==> src/rtl/sat_counter.sv <==
// sat_counter: up counter with enable, sync clear and async reset that sticks at all-ones
module sat_counter #(
    parameter int W = 32
) (
    input  logic         clk,
    input  logic         reset,
    input  logic         en,
    input  logic         clr,
    output logic [W-1:0] q
);
    always_ff @(posedge clk or posedge reset)
        if (reset) q <= '0;
        else if (clr) q <= '0;
        else if (en && q != '1) q <= q + 1'b1;
endmodule

==> config.mk <==
export PLATFORM = sky130hd
export DESIGN_NAME = sat_counter
export DESIGN_NICKNAME = d
export VERILOG_FILES = /design/src/rtl/sat_counter.sv
export SDC_FILE = /design/constraint.sdc
export NUM_CORES = 1
export LEC_CHECK = 0
export CAP_MARGIN = 20
export CORE_UTILIZATION = 35
export DETAILED_ROUTE_END_ITERATION = 7
export HOLD_SLACK_MARGIN = 0.05
export PLACE_DENSITY_LB_ADDON = 0.2
export SYNTH_ARGS = -nofsm -noshare
export SYNTH_HDL_FRONTEND = slang
export SYNTH_SLANG_ARGS = --single-unit
==> constraint.sdc <==
create_clock -name clk -period 2.5 [get_ports clk]
set_input_delay 0.5 -clock clk [delete_from_list [all_inputs] [get_ports clk]]
set_output_delay 0.5 -clock clk [all_outputs]
set_load 0.02 [all_outputs]
=== Yosys cells after proc, flatten, opt, wreduce, memory -nomap -nowiden ===
Cells that the tools add are included.

* Bits in latches: 0
* Memories kept: 0
* Memory bits (writable): 0
* Output and inout bits: 32
* Memory bits (read-only): 0
* Input port bits: 4
* Register bits after elaboration: 32
* Logic and storage cells: 7

* Eq/ne operators: 1
* Div/mod/pow operators: 0
* $lt $le $gt $ge: 0
* Bitwise logic cells: 0
* Reductions and logical operators: 2
* Multiplexer cells: 2
* Shifts and indexed selects: 0
* Multiply operators: 0
* $add $sub $neg: 1

{| class="wikitable"
|+ Operators with widths
! cell !! number
|-
| $mux W32 || 2
|-
| $add A32 B1 Y32 const B || 1
|-
| $ne A32 B32 Y1 const B || 1
|-
| $reduce_bool A2 Y1 || 1
|-
| $logic_and A1 B1 Y1 || 1
|}

=== Logic depth before layout (Yosys ltp) ===
Gate-level depths: netlist of run 1.

* Word-level depth: 4
* Depth in mapped cells: 7
* Depth with buffers taken out: 6

=== Least setup slack after synthesis of run 1 ===
OpenSTA, ideal clock, no wires.

* Path type: reg-to-reg
* Start: reg q[0]
* End: reg q[20]
* Data required time: 2.422 ns
* Clock period less this slack: 2.341 ns
* Stages on the path, launching flop included: 8
* Arrival: 2.263 ns
* Path buffers: 1
* Setup slack: 0.159 ns
* Cell sequence: dfrtp_1 > ha_1 > nand2_1 > or4_4 > or3_4 > buf_6 > or4_1 > a21oi_1

* Word-level cells in the longest chain between the ends: 3
* Elaborated cells between the ends (all ways): 6
* Classes of those cells: 1 x add/sub; 1 x eq/ne; 2 x mux; 2 x reduce/logical

{| class="wikitable"
|+ RTL lines
! what !! RTL line !! source
|-
| start: declaration || 9 || <nowiki>output logic [W-1:0] q</nowiki>
|-
| start signal: assignment || 14 || <nowiki>else if (en && q != '1) q <= q + 1'b1;</nowiki>
|-
| $add A32 B1 Y32 / $ne A32 B32 Y1 (equally long branches) || 14 ||
|-
| $mux W32 / $logic_and A1 B1 Y1 (equally long branches) || 14 ||
|-
| $mux W32 / $reduce_bool A2 Y1 (equally long branches) || -- ||
|}

Several ways; a longest one is shown, not always the timed one. The select of a mux whose other input is x is not followed.
A chain may end at the register's enable or synchronous reset.

=== Worst setup path after layout of run 1 ===
* Start: reg q[0]
* End: reg q[28]

Same word-level chain as after synthesis.

==> results of run 1 <==
-- layout make-up --
class	count	share of cell area (%)
Inverter	8	1.275
Sequential cell	32	34.06
Multi-Input combinational cell	140	37.30
Tap cell	67	3.560
Timing Repair Buffer	51	19.98
Clock buffer	8	3.826
-- worst max-delay path: stages (launching register included) --
cell     delay (ps)
dfrtp_2         410
ha_1            200
nand2_1         130
or4_4           480
or3_4           420
or4_1           480
a21oi_1         150
-- cell usage after synthesis (4+ instances only) --
master / count
nor2_1: 6
inv_1: 8
o21ai_0: 12
nand2_1: 11
and4_1: 4
a21oi_1: 27
nand3_1: 10
clkbuf_1: 4
nand4_1: 6
or3_1: 12
o31ai_1: 15
or4_1: 14
dfrtp_1: 32
-- routing by layer --
metal / track usage (%) / share of wire [%] / vias up
li1: - / - / 835
met1: 23.65 / 48 / 818
met2: 29.18 / 48 / 32
met3: 4.306 / 3.9 / 5
met4: 6.536 / 0.84 / 0
met5: 0 / 0 / -
-- final timing paths --
kind                                        start                end  slack (ps)  depth (start not counted)
min in group asynchronous                   reset  q[30]$_DFFE_PP0P_         610                          3
worst max register to register   q[0]$_DFFE_PP0P_  q[28]$_DFFE_PP0P_         150                          6
worst min register to register  q[31]$_DFFE_PP0P_  q[31]$_DFFE_PP0P_         580                          2
max in group asynchronous                   reset   q[0]$_DFFE_PP0P_        1570                          3
worst max-delay path             q[0]$_DFFE_PP0P_  q[28]$_DFFE_PP0P_         150                          6
worst min-delay path            q[31]$_DFFE_PP0P_  q[31]$_DFFE_PP0P_         580                          2
-- power by group --
group | total [W] | switching (W) | internal, W
Clock | 0.000408 | 0.000184 | 0.000224
Combinational | 0.0000519 | 0.0000308 | 0.0000211
Sequential | 0.000526 | 0.00000479 | 0.000521
-- cells in the final DEF, fill, tap and decap left out, types with 2 or more instances in the layout --
| master | netlist | routed |
|---|---|---|
| a21oi_1 | 27 | 27 |
| and3_1 | 3 | 3 |
| and4_1 | 4 | 4 |
| buf_4 | 0 | 16 |
| clkbuf_1 | 4 | 2 |
| clkbuf_8 | 0 | 6 |
| clkdlybuf4s50_1 | 0 | 35 |
| dfrtp_1 | 32 | 31 |
| inv_1 | 8 | 8 |
| nand2_1 | 11 | 11 |
| nand3_1 | 10 | 10 |
| nand4_1 | 6 | 6 |
| nor2_1 | 6 | 6 |
| nor4_1 | 3 | 3 |
| o21ai_0 | 12 | 12 |
| o31ai_1 | 15 | 15 |
| or3_1 | 12 | 12 |
| or4_1 | 14 | 14 |
| xnor2_1 | 2 | 2 |
-- cell families after synthesis --
family,after synthesis
DFF,32
xor gates and xnor gates,3
adders and majority gates,1
AOI/OAI and AO/OA,61
and+or+nand+nor,74
muxes,1
buffers and inverters,14
-- through the flow --
step / instances / hold slack, ps
final: 306 / 578.5
after global routing: 306 / 606.5
after CTS: 306 / 580.2
after detailed placement: 298 / 570.3
after global placement: 298 / 560.2
after floorplan: 186 / 616.2
==> results.json, run 1 <==
{
  "grt_use_total_pct": 18.08,
  "multi_input_area_um2": 878.3,
  "max_slew_margin_pct": 51.91,
  "post-place-ws_ps": 42.49,
  "syn-cell-area_um2": 1740,
  "min_path_type": "reg2reg",
  "cts_max_level": 2,
  "grt_max_degree": 33,
  "final_area_um2": 2355,
  "yosys.area_share.adder_pct": 0.7189,
  "synth_seq_cells": 32,
  "hold_buffers": 0,
  "grt_pass1_wl_um": 7334,
  "dpl_cell_area_um2": 2263,
  "drive_gt1_share_pct": 11.72,
  "status": "completed",
  "slew_violations": 0,
  "largest_reg_flops": 32,
  "vias_per_cell": 5.523,
  "drt_wl_total_um": 4283,
  "synth_top_family_by_area": "simple AND/OR/NAND/NOR gates",
  "synthDominantCellAreaShare_pct": 46.01,
  "die_x_um": 72.52,
  "cts_setup_buffers": 0,
  "clkLatencyLatePin_ps": 280,
  "coreArea_um2": 4755,
  "avgSynthCellArea_um2": 9.357,
  "path_max_fanout": 14,
  "cp.required_ps": 2710,
  "synth-main-ff-cell": "dfrtp_1",
  "synthSimpleGateAreaFrac_pct": 25.88,
  "cts_buffer_depth": 2,
  "hpwl_um": 3037,
  "numPortBuffers": 35,
  "area_growth_pct": 35.30,
  "min_period_over_period_pct": 93.92,
  "reg_top3": "q: 32 flops",
  "rsz0062_at_grt": "no",
  "synth_edf_count": 0,
  "critPathKind": "reg2reg",
  "cts_buffers": 5,
  "grt_pass1_vias": 1557,
  "async_reset_ff_share_pct": 100.0,
  "initial_core_util_pct": 36.61,
  "firstDrtPassIters": 4,
  "ys_types": 33,
  "die-area_um2": 5258,
  "overflow": 0,
  "synth_compound_area_share_pct": 21.78,
  "io_pins": 36,
  "hold_violations": 0,
  "diodes": 0,
  "yosysSeqAreaShare_pct": 46.01,
  "antenna_found_initial": 0,
  "final.setup.tns_ps": 0,
  "timing.final.ws_setup_ps": 151.9,
  "skew_ps": 4.782,
  "cellPowerDensity_nw_per_um2": 418.9,
  "rows": 25,
  "largest-register": "q",
  "gp_congestion": 0.7939,
  "worst_ep_arrival_time_ps": 2560,
  "drtIter0Drc": 82,
  "syn-num-nets": 191,
  "worst_pin_slew_ps": 715.2,
  "muxShareOfSynthArea_pct": 0.5751,
  "cts_root_buf": "clkbuf_8",
  "ys_warn_count": 0,
  "cts_tree": "done",
  "startpoint_type": "register",
  "die-height_um": 72.52,
  "synthXorXnorAreaFrac_pct": 1.510,
  "clkSinkCount": 32,
  "synth.largest_area_cell": "dfrtp_1",
  "regArea_um2": 802.0,
  "drt_drc_violations_left": 0,
  "total_power_w": 0.0009863,
  "fmax_ghz": 0.4259,
  "synth_area_leaders": "dfrtp_1 46%, a21oi_1 7.8%, o31ai_1 6.5%",
  "nets": 243,
  "finalCriticalPeriod_ps": 2348,
  "cap_viol_max_count": 0,
  "vias": 1690,
  "avgRoutedWirePerCell_um": 14.00,
  "fin_util_pct": 49.53,
  "synth_cells": 186,
  "critPathCaptureType": "register",
  "power_leakage_nw": 0.8777,
  "irDropWorstVdd_mv": 0.2373,
  "postRouteAntennaNets": 0,
  "cts.clk_slew.worst_paths_ps": 70,
  "fillers": 469,
  "finalSetupViolations": 0,
  "cts_resized": 0
}
No activity file was read; power rests on OpenSTA's default activity.
==> inputs of run 2 (changes only) <==
- RECOVER_POWER: unset -> 100
==> run 2 against run 1 <==
Net effect: sequential power barely moved; count of clock-buffer cells in the layout did not move; die area did not move; critical path depth did not move.
==> results.json, run 2 (synthesis results as in run 1) <==
{
  "numPortBuffers": 35,
  "startpoint_type": "register",
  "finalCriticalPeriod_ps": 2340,
  "hp-start": "q[31]$_DFFE_PP0P_",
  "cp_num_buf_inv": 0,
  "max_slew_margin_pct": 45.67,
  "firstDrtPassIters": 4,
  "hold_buffers": 0,
  "die-area_um2": 5258,
  "reg_top3": "q: 32 flops",
  "crit_slowest_cell": "or4_4",
  "avgRoutedWirePerCell_um": 14.05,
  "fillers": 475,
  "min_period_over_period_pct": 93.59,
  "path_max_fanout": 14,
  "coreArea_um2": 4755,
  "cts_tree": "done",
  "grt_pass1_wl_um": 7334,
  "worst_ep_arrival_time_ps": 2550,
  "cap_viol_max_count": 0,
  "final_cell_mix": "33 x dlygate4sd3_1, 31 x dfrtp_1, 27 x a21oi_1",
  "largest_reg_flops": 32,
  "grt_use_total_pct": 18.08,
  "critPathCaptureType": "register",
  "drtIter0Drc": 72,
  "fmax_ghz": 0.4274,
  "hold_violations": 0,
  "vias_per_cell": 5.510,
  "largest-register": "q",
  "cts_root_buf": "clkbuf_8",
  "grt_max_degree": 33,
  "finalSetupViolations": 0,
  "clkLatencyLatePin_ps": 280,
  "path_delay_family": "simple AND/OR/NAND/NOR gates",
  "slew_violations": 0,
  "cts_resized": 0,
  "gp_congestion": 0.7939,
  "cts_buffer_depth": 2,
  "overflow": 0,
  "timing.rr.start": "q[0]$_DFFE_PP0P_",
  "postRouteAntennaNets": 0,
  "area_growth_pct": 33.72,
  "final_common_cell": "dlygate4sd3_1",
  "cts.clk_slew.worst_paths_ps": 70,
  "status": "completed",
  "vias": 1686,
  "cellPowerDensity_nw_per_um2": 422.4,
  "final.setup.tns_ps": 0,
  "diodes": 0,
  "antenna_found_initial": 0,
  "cp.required_ps": 2710,
  "clkSinkCount": 32,
  "cts_setup_buffers": 0,
  "cts_buffers": 5,
  "max_stage_delay_ps": 480,
  "rsz0062_at_grt": "no",
  "timing.final.ws_setup_ps": 160.4,
  "irDropWorstVdd_mv": 0.2405,
  "die_x_um": 72.52,
  "grt_pass1_vias": 1557,
  "cts_max_level": 2,
  "drt_drc_violations_left": 0,
  "critPathKind": "reg2reg",
  "drive_gt1_share_pct": 9.623,
  "critical_path.startpoint": "q[0]$_DFFE_PP0P_",
  "nets": 243,
  "initial_core_util_pct": 36.61,
  "power_leakage_nw": 0.9725,
  "min_path_type": "reg2reg",
  "rows": 25,
  "worst_pin_slew_ps": 815.0,
  "post-place-ws_ps": 42.49,
  "skew_ps": 4.323,
  "die-height_um": 72.52,
  "drt_wl_total_um": 4299,
  "cp_cell_sequence": "ha_1, nand2_1, or4_4, or3_4, or4_1, a21oi_1",
  "io_pins": 36,
  "hpwl_um": 3037
}
[run 2: cell type report]
class / instances / area [um2] / area share, %
Timing Repair Buffer: 51 / 450.4 / 19.35
Clock buffer: 8 / 90.09 / 3.871
Tap cell: 67 / 83.83 / 3.602
Multi-Input combinational cell: 140 / 870.8 / 37.42
Sequential cell: 32 / 802.0 / 34.46
Inverter: 8 / 30.03 / 1.290
[run 2: per-layer routing]
layer / global-route usage (%) / vias up / wire length (um)
li1: - / 838 / -
met1: 23.65 / 811 / 2089
met2: 29.18 / 32 / 2016
met3: 4.306 / 5 / 156
met4: 6.536 / 0 / 36
met5: 0 / - / 0
[run 2: worst paths after layout]
check,slack [ps],depth (start not counted),to
min in group asynchronous,900,3,q[30]$_DFFE_PP0P_
worst min register to register,580,2,q[31]$_DFFE_PP0P_
worst max register to register,160,6,q[28]$_DFFE_PP0P_
worst min-delay path,580,2,q[31]$_DFFE_PP0P_
worst max-delay path,160,6,q[28]$_DFFE_PP0P_
max in group asynchronous,1040,3,q[0]$_DFFE_PP0P_
[run 2: worst reg2reg max path, delay by kind of cell (launching register included)]
family | cells | cell delay, ps
AOI/OAI and AO/OA | 1 | 150
adders and majority gates | 1 | 190
DFF | 1 | 410
and+or+nand+nor | 4 | 1520
[run 2: stage by stage]
step	cell area, um2	hold slack (ps)	power [W]	utilization [%]	cells
global route	2327	603.8	0.001032	48.95	306
floorplan	1740	616.2	0.0005613	-	186
detailed placement	2263	570.3	0.0005890	47.61	298
finish	2327	575.7	0.0009831	48.95	306
CTS	2354	580.2	0.001002	49.50	306
global placement	2263	560.2	0.0005885	47.61	298
[run 2: report_power, final]
group | internal (W) | switching [W] | total, W
Sequential | 0.000521 | 0.00000460 | 0.000526
Clock | 0.000224 | 0.000184 | 0.000408
Combinational | 0.0000179 | 0.0000310 | 0.0000489
Total | 0.000764 | 0.000219 | 0.000983
==> inputs of run 3 (changes only) <==
- CORE_UTILIZATION: 35 -> 40
==> run 3 against run 2 <==
Net effect: wire length is 3.1% lower; worst hold slack better by 2.0 ps; non-clock buffer count down 3; first-iteration DRC count increased by 64%; die area is 12% lower; sequential power barely moved; power grew 1.8%; count of clock-buffer cells in the layout decreased by 1; design area is 1.5% lower; setup slack worse by 23 ps; global-route usage grew 2.2 points; sequential share of layout area rose by 0.47 points.
==> results.json, run 3 (synthesis results as in run 1) <==
{
  "cts_setup_buffers": 0,
  "die-height_um": 67.96,
  "max_stage_delay_ps": 490,
  "grt_pass1_vias": 1503,
  "avgRoutedWirePerCell_um": 14.61,
  "cp_num_buf_inv": 0,
  "die-area_um2": 4619,
  "largest_reg_flops": 32,
  "grt_use_total_pct": 20.27,
  "overflow": 0,
  "multi_input_area_um2": 870.8,
  "cts_tree": "done",
  "clkLatencyLatePin_ps": 290,
  "area_growth_pct": 31.70,
  "cp_cell_sequence": "ha_1, nand2_1, or4_4, or3_4, or4_1, a21oi_1",
  "fmax_ghz": 0.4232,
  "nets": 240,
  "drt_drc_violations_left": 0,
  "vias_per_cell": 5.898,
  "hold_buffers": 0,
  "die_x_um": 67.96,
  "numPortBuffers": 35,
  "finalSetupViolations": 0,
  "fillers": 406,
  "slew_violations": 0,
  "vias": 1681,
  "power_leakage_nw": 0.9668,
  "drt_wl_total_um": 4164,
  "io_pins": 36,
  "path_delay_family": "simple AND/OR/NAND/NOR gates",
  "skew_ps": 10.43,
  "startpoint_type": "register",
  "antenna_found_initial": 0,
  "cts_buffers": 5,
  "instances_no_fill": 285,
  "cap_viol_max_count": 0,
  "diodes": 0,
  "worst_ep_arrival_time_ps": 2570,
  "critPathKind": "reg2reg",
  "coreArea_um2": 4086,
  "regArea_um2": 800.8,
  "rsz0062_at_grt": "no",
  "cellPowerDensity_nw_per_um2": 436.7,
  "reg_top3": "q: 32 flops",
  "cts.clk_slew.worst_paths_ps": 60,
  "path_max_fanout": 14,
  "p_seq_share_pct": 52.5,
  "critPathCaptureType": "register",
  "hold_violations": 0,
  "grt_max_degree": 33,
  "worst_pin_slew_ps": 805.6,
  "rows": 23,
  "intPower_w": 0.0007817,
  "gp_congestion": 0.7676,
  "grt_pass1_wl_um": 6941,
  "cts_max_level": 2,
  "cp.required_ps": 2710,
  "initial_core_util_pct": 42.59,
  "status": "completed",
  "postRouteAntennaNets": 0,
  "setup.reg_to_reg.worst_slack_ps": 140,
  "clkPwrFrac_pct": 42.9,
  "irDropWorstVdd_mv": 0.2448,
  "clkSinkCount": 32,
  "final_common_cell": "dlygate4sd3_1",
  "swShare_pct": 21.91,
  "dp.cells": 278,
  "largest-register": "q",
  "firstDrtPassIters": 4,
  "drive_gt1_share_pct": 8.936,
  "hpwl_um": 2924,
  "finalCriticalPeriod_ps": 2363,
  "final_cell_mix": "34 x dlygate4sd3_1, 32 x dfrtp_1, 27 x a21oi_1",
  "final.setup.tns_ps": 0,
  "switching_power_w": 0.0002193,
  "pwr-share-comb_pct": 4.6,
  "cts_resized": 0,
  "cts_buffer_depth": 2,
  "cts_root_buf": "clkbuf_8",
  "min_path_type": "reg2reg",
  "crit_slowest_cell": "or4_1",
  "max_slew_margin_pct": 46.29,
  "min_period_over_period_pct": 94.51,
  "drtIter0Drc": 118
}
## run 3: worst paths after layout
path                                  start                 to  depth (start not counted)
max                        q[0]$_DFFE_PP0P_  q[30]$_DFFE_PP0P_                          6
min                        q[7]$_DFFE_PP0P_   q[7]$_DFFE_PP0P_                          2
max reg2reg                q[0]$_DFFE_PP0P_  q[30]$_DFFE_PP0P_                          6
min reg2reg                q[7]$_DFFE_PP0P_   q[7]$_DFFE_PP0P_                          2
max in group asynchronous             reset  q[12]$_DFFE_PP0P_                          3
min in group asynchronous             reset  q[31]$_DFFE_PP0P_                          3
## run 3: power by group through the flow
stage / Clock, W / Sequential, W / Combinational [W]
after floorplan: 0 / 0.000538 / 0.0000230
after global placement: 0 / 0.000535 / 0.0000511
after detailed placement: 0 / 0.000535 / 0.0000512
after CTS: 0.000442 / 0.000526 / 0.0000512
after global routing: 0.000460 / 0.000525 / 0.0000524
final: 0.000430 / 0.000525 / 0.0000459
## run 3: layer usage
metal  vias to the layer above  GRT usage (%)  part of all wire [%]
met1                       814          26.09                    48
met3                         5          5.000                   4.0
met2                        34          32.84                    47
li1                        828              -                     -
met4                         0          7.031                   1.4
met5                         -              0                     0
## run 3: area by class of cell
type,instances,area share [%]
well taps,50,2.729
clock buffers,7,4.203
repair buffers,48,18.83
inverters,8,1.310
multi-input cells,140,37.99
flip-flops and latches,32,34.93
## run 3: worst register-to-register path: cells and delay by family (launching register included)
family | cells | cell delay, ps
adders and majority gates | 1 | 220
and+or+nand+nor | 4 | 1500
AOI/OAI and AO/OA | 1 | 150
DFF | 1 | 420
## run 3: metrics by stage
stage                     worst slack, ps  hold WS [ps]  total power, W  area, um2  util [%]
after floorplan                     159.2         616.2       0.0005613       1740         -
after global placement              83.45         566.6       0.0005865       2220     54.32
after detailed placement           -9.948         577.3       0.0005864       2220     54.32
after CTS                           105.3         586.0        0.001019       2316     56.67
after global routing                24.39         609.1        0.001038       2292     56.09
final                               137.2         577.7        0.001001       2292     56.09
